### src/rtl/mem_read_arbiter.sv
// Two-port round-robin arbiter that shares one memory read channel between
// instruction fetch and the load unit, allowing a single outstanding read.
module mem_read_arbiter #(
    parameter int XLEN = 32
) (
    input  logic            clk,
    input  logic            rstn,

    input  logic            i_im_arvalid,
    output logic            o_im_arready,
    input  logic [XLEN-1:0] i_im_araddr,
    input  logic [2:0]      i_im_arprot,
    output logic            o_im_rvalid,
    input  logic            i_im_rready,
    output logic [XLEN-1:0] o_im_rdata,
    output logic [1:0]      o_im_rresp,

    input  logic            i_dm_arvalid,
    output logic            o_dm_arready,
    input  logic [XLEN-1:0] i_dm_araddr,
    input  logic [2:0]      i_dm_arprot,
    output logic            o_dm_rvalid,
    input  logic            i_dm_rready,
    output logic [XLEN-1:0] o_dm_rdata,
    output logic [1:0]      o_dm_rresp,

    output logic            o_mem_arvalid,
    input  logic            i_mem_arready,
    output logic [XLEN-1:0] o_mem_araddr,
    output logic [2:0]      o_mem_arprot,
    input  logic            i_mem_rvalid,
    output logic            o_mem_rready,
    input  logic [XLEN-1:0] i_mem_rdata,
    input  logic [1:0]      i_mem_rresp,

    output logic [1:0]      o_grant
);

    typedef enum logic [1:0] {
        IDLE,
        ADDR,
        DATA
    } state_t;

    state_t          state;
    state_t          state_next;
    logic            owner_dm;
    logic            last_dm;
    logic [XLEN-1:0] addr_q;
    logic [2:0]      prot_q;
    logic            grant_im;
    logic            grant_dm;
    logic            owner_rready;

    // Data wins a contest unless it was the previous winner.
    assign grant_dm     = i_dm_arvalid & (~i_im_arvalid | ~last_dm);
    assign grant_im     = i_im_arvalid & ~grant_dm;
    assign owner_rready = owner_dm ? i_dm_rready : i_im_rready;

    always_ff @(posedge clk or negedge rstn) begin
        if (!rstn) begin
            state    <= IDLE;
            owner_dm <= 1'b0;
            last_dm  <= 1'b0;
            addr_q   <= '0;
            prot_q   <= '0;
        end else begin
            state <= state_next;
            if (state == IDLE && (grant_im || grant_dm)) begin
                owner_dm <= grant_dm;
                last_dm  <= grant_dm;
                addr_q   <= grant_dm ? i_dm_araddr : i_im_araddr;
                prot_q   <= grant_dm ? i_dm_arprot : i_im_arprot;
            end
        end
    end

    always_comb begin
        state_next = state;
        case (state)
            IDLE: if (grant_im || grant_dm) state_next = ADDR;
            ADDR: if (i_mem_arready) state_next = DATA;
            DATA: if (i_mem_rvalid && owner_rready) state_next = IDLE;
            default: state_next = IDLE;
        endcase
    end

    // Arready is gated by rstn so nothing is accepted while reset is held.
    always_comb begin
        o_im_arready  = 1'b0;
        o_dm_arready  = 1'b0;
        o_mem_arvalid = 1'b0;
        o_mem_rready  = 1'b0;
        o_im_rvalid   = 1'b0;
        o_dm_rvalid   = 1'b0;
        o_grant       = 2'b00;
        case (state)
            IDLE: begin
                o_im_arready = grant_im & rstn;
                o_dm_arready = grant_dm & rstn;
            end
            ADDR: begin
                o_mem_arvalid = 1'b1;
                o_grant       = owner_dm ? 2'b10 : 2'b01;
            end
            DATA: begin
                o_mem_rready = owner_rready;
                o_im_rvalid  = i_mem_rvalid & ~owner_dm;
                o_dm_rvalid  = i_mem_rvalid & owner_dm;
                o_grant      = owner_dm ? 2'b10 : 2'b01;
            end
            default: begin
                o_grant = 2'b00;
            end
        endcase
    end

    assign o_mem_araddr = addr_q;
    assign o_mem_arprot = prot_q;
    assign o_im_rdata   = i_mem_rdata;
    assign o_im_rresp   = i_mem_rresp;
    assign o_dm_rdata   = i_mem_rdata;
    assign o_dm_rresp   = i_mem_rresp;

endmodule
### config.mk
export PLATFORM = sky130hd
export DESIGN_NAME = mem_read_arbiter
export DESIGN_NICKNAME = d
export VERILOG_FILES = /design/src/rtl/mem_read_arbiter.sv
export SDC_FILE = /design/constraint.sdc
export NUM_CORES = 1
export LEC_CHECK = 0
export ABC_AREA = 0
export CELL_PAD_IN_SITES_DETAIL_PLACEMENT = 1
export CELL_PAD_IN_SITES_GLOBAL_PLACEMENT = 1
export CORE_ASPECT_RATIO = 2
export CORE_MARGIN = 2
export CORE_UTILIZATION = 22
export DETAILED_ROUTE_END_ITERATION = 8
export GPL_ROUTABILITY_DRIVEN = 0
export PLACE_DENSITY = 0.93
export SLEW_MARGIN = 0
export SYNTH_ARGS = -nofsm -noshare
export SYNTH_HDL_FRONTEND = slang
export SYNTH_SLANG_ARGS = --single-unit
### constraint.sdc
create_clock -name clk -period 4.4 [get_ports clk]
set_clock_uncertainty 0.05 [all_clocks]
set_input_delay 0.66 -clock clk [delete_from_list [all_inputs] [get_ports clk]]
set_output_delay 0.66 -clock clk [all_outputs]
set_load 0.005 [all_outputs]
Yosys cells after proc, flatten, opt, wreduce, memory -nomap -nowiden
Index checks and enable logic that the tools add are counted.
{ "classes": {"n_eq_ne": 5, "muxes": 15, "n_bitwise": 10, "reduce_logical": 6} }
{ "ops": {"columns": ["op", "n"], "rows": [
  ["two-way mux 32 bit", 1],
  ["two-way mux 2 bit", 5],
  ["two-way mux 1 bit", 7],
  ["AND 1 bit", 6],
  ["case mux 2 bit (3 select lines)", 1],
  ["!= test 2 bit (second input constant)", 2],
  ["two-way mux 3 bit", 1],
  ["inverter 1 bit", 3],
  ["AND reduction 3 bit", 1],
  ["equality test 2 x 1 -> 1 bit (second input constant)", 1],
  ["equality test 2 bit (second input constant)", 1],
  ["logical AND 1 bit", 2],
  ["zero test 2 bit", 1],
  ["!= test 2 x 1 -> 1 bit (second input constant)", 1],
  ["OR reduction 2 bit", 1],
  ["logical OR 1 bit", 1],
  ["bitwise OR 1 bit", 1]
]} }
{ "word_totals": {"register_bits": 38, "input_bits": 112, "out_inout_bits": 111, "word_cells": 40} }

Longest topological paths before layout
Gate-level depths: netlist of the first run.
{ "depth": {"word_depth": 8, "mapped_depth": 6, "ltp_nobuf": 5} }

Worst setup path after synthesis of the first run
OpenSTA, ideal clock, no wires.
{ "synth_path": {"kind": "input to output", "startpoint": "input port i_dm_arvalid", "endpoint": "output port o_dm_arready", "t_arrival_ps": 1387, "required_time_ps": 3690, "path_slack_ps": 2303, "path_stages": 4, "cell_sequence": "a21boi_0 > buf_4 > buf_4 > and3_1"} }
{ "synth_via": {"elab_chain_len": 3} }
{ "synth_rtl": {"columns": ["item", "line_no", "source"], "rows": [
  ["from (decl)", "18", "input logic i_dm_arvalid,"],
  ["AND 1 bit", "56", "assign grant_dm = i_dm_arvalid & (~i_im_arvalid | ~last_dm);"],
  ["AND 1 bit", "100", "o_dm_arready = grant_dm & rstn;"],
  ["two-way mux 1 bit", "97", "case (state)"],
  ["to (decl)", "19", "output logic o_dm_arready,"]
]} }
Every way passes these cells.

Worst setup path after layout of the first run
Ends and elaborated chain as after synthesis.

==> results of run 1 <==
## sequential cells by signal, indices dropped and copies added, names as in the netlist
signal	count
last_dm	1
o_mem_araddr	32
o_mem_arprot	3
state	2
## placed cells by master (no fill, tap or decap), types with 2 or more instances in the layout
cell,synthesis,final
clkdlybuf4s50_1,0,119
nand2_1,39,39
dfrtp_1,38,38
mux2i_1,36,36
o21ai_0,36,36
clkbuf_16,0,5
ha_1,4,4
buf_4,72,4
inv_1,2,2
and2b_2,2,2
nor2_1,2,2
nor2b_1,2,2
mux2_1,2,2
clkbuf_1,7,2
## area by class of cell
cell class / count / area [µm²]
multi-input cells: 131 / 881
clock inverters: 1 / 30.0
well taps: 137 / 171
flip-flops and latches: 38 / 951
fillers: 1202 / 7140
clock buffers: 7 / 133
repair buffers: 124 / 1230
inverters: 2 / 7.51
## logic make-up (layout without fill, tap and decap cells)
family | Yosys count | after routing
muxes | 38 | 38
AOI/OAI and AO/OA | 39 | 39
buffers and inverters | 81 | 134
and+or+nand+nor | 50 | 50
adders and majority gates | 4 | 4
DFF | 38 | 38
## final timing paths
kind	start	endpoint	slack [ps]	depth (start not counted)
setup / recovery	i_dm_arvalid	o_dm_arready	1250	5
hold / removal	rstn	last_dm	290	1
setup reg to reg	state[0]	state[0]	2430	5
hold reg to reg	o_mem_araddr[16]	o_mem_araddr[16]	430	2
max in group asynchronous	rstn	o_mem_araddr[11]	3360	2
min in group clk	o_mem_araddr[16]	o_mem_araddr[16]	430	2
## per-stage QoR
step	std cells	setup WS [ps]	power, mW
after floorplan	250	2300	1.04
after global placement	432	1280	1.51
after global routing	440	1150	2.09
after detailed placement	432	1250	1.57
after CTS	440	1240	1.99
final	440	1250	1.94
## report_power, final
part	total, mW	switching [mW]	internal (mW)
registers	0.629	0.105	0.524
logic	0.907	0.380	0.527
clock network	0.402	0.135	0.268
total	1.94	0.620	1.32
## cell usage after synthesis
master / n
dfrtp_1: 38
and3_1: 1
inv_1: 2
and2_2: 1
clkbuf_1: 7
nand3_1: 1
nand2_1: 39
nor2b_1: 2
nor3b_1: 1
mux2i_1: 36
a2111oi_2: 1
a21boi_0: 1
buf_4: 72
o21ai_0: 36
o21ai_1: 1
ha_1: 4
and3_2: 1
nor2_1: 2
and2b_2: 2
mux2_1: 2
## metal layers
metal  wire [µm]  up-vias
met1        2070      845
met5           0        -
met3         474       66
li1            -      860
met4         596        0
met2        3950       83
## critical path, stage by stage
cell             delay, ps
clkdlybuf4s50_1        580
a21boi_4               210
buf_4                  300
and3_1                 190
clkdlybuf4s50_1        490
==> flow_summary.yaml, run 1 <==
logic_synthesis:
  syn_area_per_cell_um2: 9.53
  synth_top_area_share_pct: 39.9
  synth.top_cells.by_area: "dfrtp_1 (40%), buf_4 (23%), mux2i_1 (15%)"
  yosys.area_share.xor_xnor_pct: 0
  synth.mux.area_fraction_pct: 16.1
  syn_nets: 366
  synthAdderAreaFrac_pct: 2.10
  synth_top_family_by_area: "buffers and inverters"
  netlist_area_um2: 2380
  synth_cell_types: 20
  syn_inst: 250
  yosys.area.top_type: "dfrtp_1"
  synth.ff_latch_count: 38
  synth_simple_gate_area_share_pct: 9.13
  synth-compound-area-share_pct: 8.71
  seq_area_frac_synth_pct: 39.9
  yosys_warnings: 0
clocking:
  clock_path_buffers: 2
  clkTransAtPathRegs_ps: 50
  cts_resized: 0
  numCtsBuffers: 5
  clock_sinks: 38
  cts_tree: "built"
  worstSkewPairLatency_ps: 270
  cts.htree.levels: 2
  post-cts-setup-buffers: 0
  postCtsHoldBufs: 0
  clock-root-buffer: "clkbuf_16"
worst_hold_path:
  hp-class: "input pin to asynchronous set/reset pin"
critical_path:
  crit_fanout: 17
  cp-end-kind: "output pin"
  critPathLaunchType: "input pin"
  required_ps: 3690
  crit_arrival_ps: 2440
  crit_type: "input pin to output pin"
timing:
  rsz0062_at_grt: "false"
  setup_tns_ps: 0
  worst_pin_slew_ps: 662
  slew_viol_final: 0
  period_minus_slack_ps: 3150
  hold_viol_final: 0
  holdWs_ps: 290
  period_share_pct: 71.7
  maxSlewHeadroom_pct: 55.7
  setup_viol: 0
  fmax_mhz: 317
place:
  hpwl_um: 5820
  dpl_cell_area_um2: 3240
  port_buffers: 120
layout:
  syn_to_final_growth_pct: 42.6
  postLayoutCellArea_um2: 3400
  utilization_pct: 32.2
  final_nets: 418
  diodes: 0
  drive_gt1_share_pct: 5.94
status:
  status: "finished clean"
pwr:
  peakVddDrop_mv: 0.196
  leakagePower_nw: 1.44
  p_per_area_nw_per_um2: 570
die:
  io_pins: 223
  dieArea_um2: 11700
  die_w_um: 77.6
  fp.dieH_um: 151
  initial_core_util_pct: 22.6
  row_count: 53
  fp.coreArea_um2: 10500
global_routing:
  top_usage_layer: "met2"
  use_met1_pct: 9.88
  grt_pass1_vias: 2083
  grt_overflow_total: 0
  antenna_found_initial: 0
  grt_usage_pct: 12.0
  use_met3_pct: 2.38
  grt_util_met2_pct: 23.1
  grt_pass1_wl_um: 10600
  grt_max_degree: 43
detailed_routing:
  firstDrtPassIters: 3
  vias_per_cell: 4.21
  wl_um: 7090
  wl_per_cell_um: 16.1
  ant_nets: 0
  via_count: 1854
  drt_iter0_drc: 42
  drcViolationCount: 0
run:
  maxCapViolCount: 0
No activity file was read; power rests on OpenSTA's default activity.
==> run 2, diff against run 1 <==
Settings changed: CORE_UTILIZATION 22 to 20, PLACE_DENSITY 0.93 to 0.86.
Clock period 4.4 ns to 3 ns, I/O delays scaled along.
==> run 2 against run 1 <==
Against the previous run: clock-buffer cell count down 1; sequential power up 46%; worst hold slack worse by 220 ps; core utilization down 3.2 points; sequential share of layout area about the same; routed wire length up 2.6%; clock power up 35%; critical path depth down 1; combinational power up 48%; non-clock buffer count unchanged.
==> flow_summary.yaml, run 2 (synthesis results as in run 1) <==
critical_path:
  worst-path-stages: 4
  path_delay_family: "buffers and inverters"
  ff2ff_path_depth: 5
  crit_fanout: 4
  crit_buf_inv: 2
  cpMostUsedCell: "clkdlybuf4s50_1"
  cp-end-kind: "output pin"
  crit_type: "input pin to output pin"
  worstPathCellList: "clkdlybuf4s50_1 > a21boi_4 > and3_1 > clkdlybuf4s50_1"
  crit_arrival_ps: 1970
  critPathLaunchType: "input pin"
  slowest_stage: "clkdlybuf4s50_1"
  required_ps: 2500
  cp_slowest_stage_delay_ps: 590
timing:
  setup_viol: 0
  fmax_mhz: 405
  rsz0062_at_grt: "false"
  period_minus_slack_ps: 2470
  period_share_pct: 82.3
  maxSlewHeadroom_pct: 58.2
  worst_pin_slew_ps: 627
  hold_viol_final: 0
  slew_viol_final: 0
  setup_tns_ps: 0
  setup_ws_ps: 531
global_routing:
  grt_overflow_total: 0
  grt_pass1_vias: 2093
  antenna_found_initial: 0
  grt_max_degree: 71
  grt_usage_pct: 11.5
  grt_pass1_wl_um: 10800
detailed_routing:
  wl_per_cell_um: 16.2
  via_count: 1849
  drt_iter0_drc: 37
  drcViolationCount: 0
  firstDrtPassIters: 4
  ant_nets: 0
  vias_per_cell: 4.13
  wl_um: 7270
layout:
  layout_common_cells: "clkdlybuf4s50_1 (119), nand2_1 (39), dfrtp_1 (38), mux2i_1 (36), o21ai_0 (36)"
  diodes: 0
  final_nets: 418
  postLayoutCellArea_um2: 3400
  utilization_pct: 29.0
  syn_to_final_growth_pct: 42.6
  drive_gt1_share_pct: 6.60
  largest_reg_flops: 32
  final_common_cell: "clkdlybuf4s50_1"
die:
  io_pins: 223
  die_w_um: 81.2
  dieArea_um2: 12900
  fp.dieH_um: 158
  initial_core_util_pct: 20.4
  row_count: 56
  fp.coreArea_um2: 11700
place:
  hpwl_um: 5750
  dpl_cell_area_um2: 3250
  dp_slack_ps: 535
  port_buffers: 120
clocking:
  clkTransAtPathRegs_ps: 60
  cts_resized: 0
  clock_sinks: 38
  clock_path_buffers: 2
  numCtsBuffers: 5
  clock-root-buffer: "clkbuf_16"
  cts_tree: "built"
  cts.htree.levels: 2
  post-cts-setup-buffers: 0
  postCtsHoldBufs: 0
  worstSkewPairLatency_ps: 280
pwr:
  leakagePower_nw: 1.44
  fin_total_pwr_mw: 2.80
  peakVddDrop_mv: 0.534
  p_per_area_nw_per_um2: 823
worst_hold_path:
  hp-class: "input pin to asynchronous set/reset pin"
status:
  status: "finished clean"
run:
  maxCapViolCount: 0
==> run 2: cell types whose count changed in the layout (fill, tap and decap cells not counted) <==
| cell | delta |
|---|---|
| clkinvlp_4 | +1 |
| bufinv_16 | -1 |
| clkbuf_1 | -2 |
| clkbuf_8 | +1 |
| clkinv_2 | +1 |
==> run 2: metrics by stage <==
step / instances / hold WS, ps
6_report: 448 / 74.6
5_1_grt: 448 / 95.9
4_1_cts: 448 / 80.3
3_5_place_dp: 440 / 389
3_3_place_gp: 440 / 392
2_1_floorplan: 250 / 104
==> run 2: worst paths after layout <==
kind / from / end / slack, ps
worst max-delay path: i_dm_arvalid / o_dm_arready / 530
worst min-delay path: rstn / last_dm / 70
worst max register to register: state[0] / state[0] / 1050
worst min register to register: o_mem_araddr[8] / o_mem_araddr[8] / 430
max in group asynchronous: rstn / o_mem_araddr[24] / 2150
min in group clk: o_mem_araddr[8] / o_mem_araddr[8] / 430
==> run 2: final cells by class <==
class | instances | area [µm²]
Fill cell | 1338 | 8300
Inverter | 2 | 7.51
Timing Repair Buffer | 124 | 1230
Clock inverter | 2 | 12.5
Multi-Input combinational cell | 131 | 881
Clock buffer | 6 | 139
Sequential cell | 38 | 951
Tap cell | 145 | 181
==> run 2: metal layers <==
| layer | global-route usage (%) | up-vias | wire length (µm) |
|---|---|---|---|
| met5 | 0 | - | 0 |
| met4 | 10.3 | 0 | 503 |
| met3 | 1.08 | 59 | 417 |
| met2 | 21.9 | 72 | 4040 |
| met1 | 10.1 | 857 | 2310 |
| li1 | - | 861 | - |
==> run 2: power by group <==
part	switching, mW	total, mW	internal (mW)
sequential	0.150	0.917	0.768
clock	0.215	0.544	0.329
combinational	0.563	1.34	0.772
total	0.927	2.80	1.87
